`src/rtl/capture_pkg.sv`:
```
// Shared types, defaults and sample helpers for the capture write-side controller.
package capture_pkg;

  localparam int unsigned DATA_W_DEF = 14;
  localparam int unsigned CNT_W_DEF  = 13;

  typedef enum logic [2:0] {
    ST_IDLE    = 3'd0,
    ST_CLEAR   = 3'd1,
    ST_ARMED   = 3'd2,
    ST_CAPTURE = 3'd3,
    ST_DONE    = 3'd4
  } state_t;

  // Magnitude of a w-bit two's complement value held in the low bits of x.
  // The most-negative code saturates to the largest positive code so the
  // result always fits in w-1 magnitude bits. Valid for w in 2..31.
  function automatic logic [31:0] absSat(input logic [31:0] x, input int unsigned w);
    logic [31:0] mask;
    logic [31:0] signBit;
    logic [31:0] v;
    mask    = (32'd1 << w) - 32'd1;
    signBit = 32'd1 << (w - 1);
    v       = x & mask;
    if (v == signBit) begin
      return signBit - 32'd1;
    end
    if ((v & signBit) != 32'd0) begin
      return ((~v) + 32'd1) & mask;
    end
    return v;
  endfunction

endpackage

```
`src/rtl/capture_trigger_trig_detect.sv`:
```
// Threshold-crossing detector: magnitude compare plus consecutive-sample run counter.
module trig_detect
  import capture_pkg::*;
#(
  parameter int unsigned DATA_W   = DATA_W_DEF,
  parameter int unsigned TRIG_RUN = 2
) (
  input  logic              wrclk,
  input  logic              rst_n,
  input  logic [DATA_W-1:0] din_a,
  input  logic              dec_rdy_a,
  input  logic [DATA_W-1:0] threshold,
  input  logic              enable,
  input  logic              clear,
  output logic              hit
);

  localparam int unsigned RUN_W = 4;

  logic [DATA_W-1:0] mag;
  logic              qual;
  logic [RUN_W-1:0]  runCnt;

  // Saturated magnitude of the current sample, compared unsigned against threshold.
  always_comb begin
    mag  = DATA_W'(absSat(32'(din_a), DATA_W));
    qual = (mag >= threshold);
  end

  // Run counter counts consecutive qualifying strobes; hit pulses for one cycle on reaching TRIG_RUN.
  always_ff @(posedge wrclk or negedge rst_n) begin
    if (!rst_n) begin
      runCnt <= '0;
      hit    <= 1'b0;
    end else if (clear) begin
      runCnt <= '0;
      hit    <= 1'b0;
    end else begin
      hit <= 1'b0;
      if (enable && dec_rdy_a) begin
        if (qual) begin
          if (runCnt == RUN_W'(TRIG_RUN - 1)) begin
            hit    <= 1'b1;
            runCnt <= '0;
          end else begin
            runCnt <= runCnt + 4'd1;
          end
        end else begin
          runCnt <= '0;
        end
      end
    end
  end

endmodule

```
`src/rtl/capture_trigger.sv`:
```
// Write-side capture controller: arms, clears the buffer address, triggers and
// enables exactly one bounded block of sample writes per arm request.
module capture_trigger
  import capture_pkg::*;
#(
  parameter int unsigned DATA_W     = DATA_W_DEF,
  parameter int unsigned CNT_W      = CNT_W_DEF,
  parameter int unsigned TRIG_RUN   = 2,
  parameter int unsigned CLR_CYCLES = 2
) (
  input  logic              wrclk,
  input  logic              rst_n,
  input  logic [DATA_W-1:0] din_a,
  input  logic              dec_rdy_a,
  input  logic              arm,
  input  logic              abort,
  input  logic              force_trig,
  input  logic [DATA_W-1:0] threshold,
  input  logic [CNT_W-1:0]  cap_len,
  input  logic              full,
  output logic              load,
  output logic              store_clr,
  output logic [2:0]        state,
  output logic              done,
  output logic [CNT_W-1:0]  sample_cnt
);

  localparam int unsigned CLR_W = (CLR_CYCLES > 1) ? $clog2(CLR_CYCLES) : 1;

  logic             hit;
  logic             detEn;
  logic             detClr;
  logic [CLR_W-1:0] clrCnt;
  logic             wrStrobe;

  // Detector only runs while armed; any other state or an abort flushes its run counter.
  always_comb begin
    detEn    = (state == ST_ARMED);
    detClr   = (state != ST_ARMED) || abort;
    wrStrobe = dec_rdy_a && load;
  end

  trig_detect #(
    .DATA_W   (DATA_W),
    .TRIG_RUN (TRIG_RUN)
  ) uTrigDetect (
    .wrclk     (wrclk),
    .rst_n     (rst_n),
    .din_a     (din_a),
    .dec_rdy_a (dec_rdy_a),
    .threshold (threshold),
    .enable    (detEn),
    .clear     (detClr),
    .hit       (hit)
  );

  // Capture FSM with registered load/clear/done and the written-sample counter.
  always_ff @(posedge wrclk or negedge rst_n) begin
    if (!rst_n) begin
      state      <= ST_IDLE;
      load       <= 1'b0;
      store_clr  <= 1'b0;
      done       <= 1'b0;
      sample_cnt <= '0;
      clrCnt     <= '0;
    end else begin
      case (state)
        ST_IDLE: begin
          if (arm) begin
            state      <= ST_CLEAR;
            store_clr  <= 1'b1;
            clrCnt     <= '0;
            sample_cnt <= '0;
          end
        end
        ST_CLEAR: begin
          if (abort) begin
            state     <= ST_IDLE;
            store_clr <= 1'b0;
            load      <= 1'b0;
          end else if (clrCnt == CLR_W'(CLR_CYCLES - 1)) begin
            state     <= ST_ARMED;
            store_clr <= 1'b0;
          end else begin
            clrCnt <= clrCnt + CLR_W'(1);
          end
        end
        ST_ARMED: begin
          if (abort) begin
            state <= ST_IDLE;
            load  <= 1'b0;
          end else if (hit || force_trig) begin
            state <= ST_CAPTURE;
            load  <= 1'b1;
          end
        end
        ST_CAPTURE: begin
          if (abort) begin
            state <= ST_IDLE;
            load  <= 1'b0;
          end else if (wrStrobe && (sample_cnt == cap_len)) begin
            // Last sample is written on this edge; count stops at cap_len so it never wraps.
            state <= ST_DONE;
            load  <= 1'b0;
            done  <= 1'b1;
          end else begin
            if (wrStrobe) begin
              sample_cnt <= sample_cnt + CNT_W'(1);
            end
            if (full) begin
              state <= ST_DONE;
              load  <= 1'b0;
              done  <= 1'b1;
            end
          end
        end
        ST_DONE: begin
          if (abort) begin
            state <= ST_IDLE;
            done  <= 1'b0;
          end else if (arm) begin
            state      <= ST_CLEAR;
            done       <= 1'b0;
            store_clr  <= 1'b1;
            clrCnt     <= '0;
            sample_cnt <= '0;
          end
        end
        default: begin
          state     <= ST_IDLE;
          load      <= 1'b0;
          store_clr <= 1'b0;
          done      <= 1'b0;
        end
      endcase
    end
  end

endmodule

```
`config.mk`:
```
export PLATFORM = sky130hd
export DESIGN_NAME = capture_trigger
export DESIGN_NICKNAME = d
export VERILOG_FILES = /design/src/rtl/capture_pkg.sv /design/src/rtl/capture_trigger_trig_detect.sv /design/src/rtl/capture_trigger.sv
export SDC_FILE = /design/constraint.sdc
export NUM_CORES = 1
export LEC_CHECK = 0
export BUFFER_PORTS_ARGS = -buffer_cell sky130_fd_sc_hd__buf_2
export CORE_ASPECT_RATIO = 0.75
export CORE_MARGIN = 4
export CORE_UTILIZATION = 50
export CTS_BUF_LIST = sky130_fd_sc_hd__clkbuf_4 sky130_fd_sc_hd__clkbuf_8
export DETAILED_ROUTE_END_ITERATION = 8
export MAX_ROUTING_LAYER = met4
export PLACE_DENSITY = 0.78
export SKIP_LAST_GASP = 1
export SYNTH_ARGS = -nofsm -noshare
export SYNTH_HDL_FRONTEND = slang
export SYNTH_SLANG_ARGS = --single-unit
```
`constraint.sdc`:
```
create_clock -name wrclk -period 2 [get_ports wrclk]
set_input_delay 0.2 -clock wrclk [delete_from_list [all_inputs] [get_ports wrclk]]
set_output_delay 0.2 -clock wrclk [all_outputs]
set_load 0.05 [all_outputs]
```
==> results.py <==
metrics = {
    "sta": {
        "maxSlewViolCount": 0,
        "max_freq_mhz": 356,
        "slew_headroom": 0.618,
        "setup_viol": 12,
        "timing.final.crit_period_ps": 2810,
        "fin_worst_skew_ps": 13.4,
        "worstMarginPinSlew_ps": 573,
        "finalSetupTns_ps": -4060,
        "rsz0062_at_grt": "yes",
        "hold_viol": 0,
        "fin_crit_sh": 1.40,
        "setup_slack_ps": -807,
    },
    "power": {
        "power_density_nw_per_um2": 628,
        "vdd_drop_max_uv": 783,
        "p_leak_nw": 1.58,
    },
    "place": {
        "place_inst": 420,
        "placed_cell_area_um2": 2910,
        "hpwl_mm": 4.73,
        "port_buffers": 66,
        "gp_congestion": 0.873,
    },
    "synth": {
        "synthArstFlopShare": 1.00,
        "synth_common_cells": "nand2_1 (32), dfrtp_1 (25), nor2_1 (23)",
        "syn-cell-area_um2": 2150,
        "synth_top_cells_by_area": "dfrtp_1 (29%), ha_1 (10%), xnor2_1 (6.1%)",
        "ys_ff_latch": 25,
        "yosys_warnings": 0,
        "yosys.area.top_type": "dfrtp_1",
        "ys.flop_type": "dfrtp_1",
        "yosys.cell_count.top_type": "nand2_1",
        "synth_top_area_share": 0.290,
        "syn_area_per_cell_um2": 8.16,
        "synth_fp_nets": 330,
        "ys_seq_area_frac": 0.290,
        "synthCells": 264,
        "synth-edff-count": 0,
        "synth.distinct_cells": 48,
    },
    "routing": {
        "routed_wl_mm": 6.54,
        "drt_iter0_markers": 125,
        "vias": 2394,
        "vias_per_cell": 5.54,
        "antenna_left": 0,
        "drc_errors": 0,
        "avgRoutedWirePerCell_um": 15.1,
        "drtPass1Iterations": 4,
    },
    "global_routing": {
        "overflow": 0,
        "antenna_found_initial": 0,
        "grt.total_usage": 0.226,
        "first_global_vias": 2249,
        "grt_pass1_wl_mm": 9.82,
        "grt_max_degree": 26,
    },
    "run_status": {
        "outcome": "finished with violations",
        "violations": "negative setup slack",
    },
    "die": {
        "dieArea_um2": 5430,
        "die_w_um": 83.8,
        "pin_count": 67,
        "initial_core_util": 0.525,
        "die_y_um": 64.9,
        "num_rows": 20,
        "core_region_area_um2": 4100,
    },
    "worst_setup_path": {
        "cpMaxStageDelayCell": "or4_4",
        "crit_fanout": 5,
        "arrival_ps": 2980,
        "cp_data_required_time_ps": 2170,
        "critPathKind": "primary input to register",
        "worstSetupEndpointType": "register",
        "crit_chain": "buf_12 > inv_12 > ha_4 > nand2b_4 > or4_4 > or2_4 > or2_4 > buf_6 > nand2_1 > ha_1 > a21oi_1 > o221ai_2 > a21oi_2 > a211oi_2 > o21ai_1 > o21ai_1",
        "setup.worst_path.start_class": "primary input",
        "critical_path.max_stage_delay_ps": 420,
    },
    "layout": {
        "regArea_um2": 644,
        "multi_input_area_um2": 1620,
        "drive_gt1_frac": 0.472,
        "final_cell_area_um2": 3200,
        "final_cells": 432,
        "area_delta_synth_final_pct": 48.7,
        "nets": 444,
        "num-fill-cells": 304,
        "n_antenna_cell": 0,
    },
    "clock_tree": {
        "clk_pin_slew_ps": 90,
        "clockRootBuffer": "clkbuf_8",
        "cts_tree": "done",
        "clockBufferDepth": 2,
        "cts_buffers": 3,
        "clkSinkCount": 25,
        "clk_latency_ps": 280,
        "htree_levels": 1,
    },
    "min_path": {
        "hold_path_class": "primary input to register",
    },
    "run": {
        "maxCapViolations": 0,
    },
}
## critical path: cells and delay by family
family / cells / cell delay, ps
buffers and inverters: 3 / 280
AND/OR/NAND/NOR: 5 / 1050
adder cells (fa/ha/maj): 2 / 390
AO/OA/AOI/OAI: 6 / 1030
## cells by family after synthesis
| logic type | after synthesis | share of synthesized area |
|---|---|---|
| and+or+nand+nor | 112 | 0.283 |
| AOI/OAI and AO/OA | 54 | 0.153 |
| xor gates and xnor gates | 26 | 0.106 |
| buffers and inverters | 26 | 0.0465 |
| DFF | 25 | 0.290 |
| adders and majority gates | 18 | 0.105 |
| muxes | 3 | 0.0168 |
## metrics by stage
stage | hold WS [ps] | util | total power [mW] | setup slack, ps
2_1_floorplan | -95.6 | - | 1.25 | -767
3_3_place_gp | 220 | 0.709 | 1.57 | -1100
3_5_place_dp | 222 | 0.709 | 1.59 | -1250
4_1_cts | 187 | 0.750 | 1.94 | -751
5_1_grt | 187 | 0.781 | 2.14 | -915
6_report | 182 | 0.781 | 2.01 | -807
## metal layers
layer  track usage  vias to the layer above  routed length (um)  part of all wire
li1              -                     1157                   -                 -
met1         0.298                     1129                2890              0.44
met4        0.0562                        0                 109             0.017
met3        0.0330                       16                 378             0.058
met2         0.370                       92                3160              0.48
met5             -                        -                   0                 0
## final timing paths
path | start | end | slack [ps] | depth (start not counted)
max | din_a[0] | uTrigDetect.runCnt[2]$_DFFE_PN0P_ | -810 | 16
min | abort | state[2]$_DFFE_PN0P_ | 180 | 2
max reg2reg | sample_cnt[4]$_DFFE_PN0P_ | sample_cnt[5]$_DFFE_PN0P_ | -100 | 10
min reg2reg | clrCnt$_DFFE_PN0P_ | clrCnt$_DFFE_PN0P_ | 540 | 2
max in group asynchronous | rst_n | sample_cnt[2]$_DFFE_PN0P_ | 1110 | 2
min in group asynchronous | rst_n | sample_cnt[12]$_DFFE_PN0P_ | 460 | 2
## layout by cell type, fill, tap and decap left out, drive strengths merged, types with 6 or more instances in the layout
cell / Yosys / routed
a21oi: 14 / 14
and3: 8 / 8
buf: 2 / 113
dfrtp: 25 / 25
ha: 18 / 18
inv: 20 / 20
nand2: 33 / 33
nand2b: 7 / 7
nand4: 6 / 6
nor2: 24 / 24
o21ai: 20 / 20
xnor2: 15 / 15
xor2: 11 / 11
## sequential cells by signal, indices dropped and copies added, names as in the netlist
register / cells
uTrigDetect.hit: 1
uTrigDetect.runCnt: 4
store_clr: 1
state: 3
clrCnt: 1
sample_cnt: 13
done: 1
load: 1
## final cells by class
cell class | count | area share
Multi-Input combinational cell | 213 | 0.506
Sequential cell | 25 | 0.201
Clock inverter | 1 | 0.00156
Clock buffer | 3 | 0.0129
Timing Repair Buffer | 115 | 0.228
Tap cell | 55 | 0.0215
Inverter | 20 | 0.0289
## repair_timing
item                       4_1_cts  5_1_grt
hold buffers                     1        0
cloned                           0        0
pin swaps                       13       11
setup buffers                    0        7
hold endpoints to repair        25        0
setup endpoints to repair        9       13
gates resized for setup         23       15
## where the power goes
| part | leakage (nW) | switching [mW] | internal (mW) |
|---|---|---|---|
| clock network | 0.0255 | 0.169 | 0.140 |
| registers | 0.313 | 0.0641 | 0.574 |
| logic | 1.24 | 0.638 | 0.428 |
| total | 1.58 | 0.871 | 1.14 |
(Power assumes the default switching activity.)
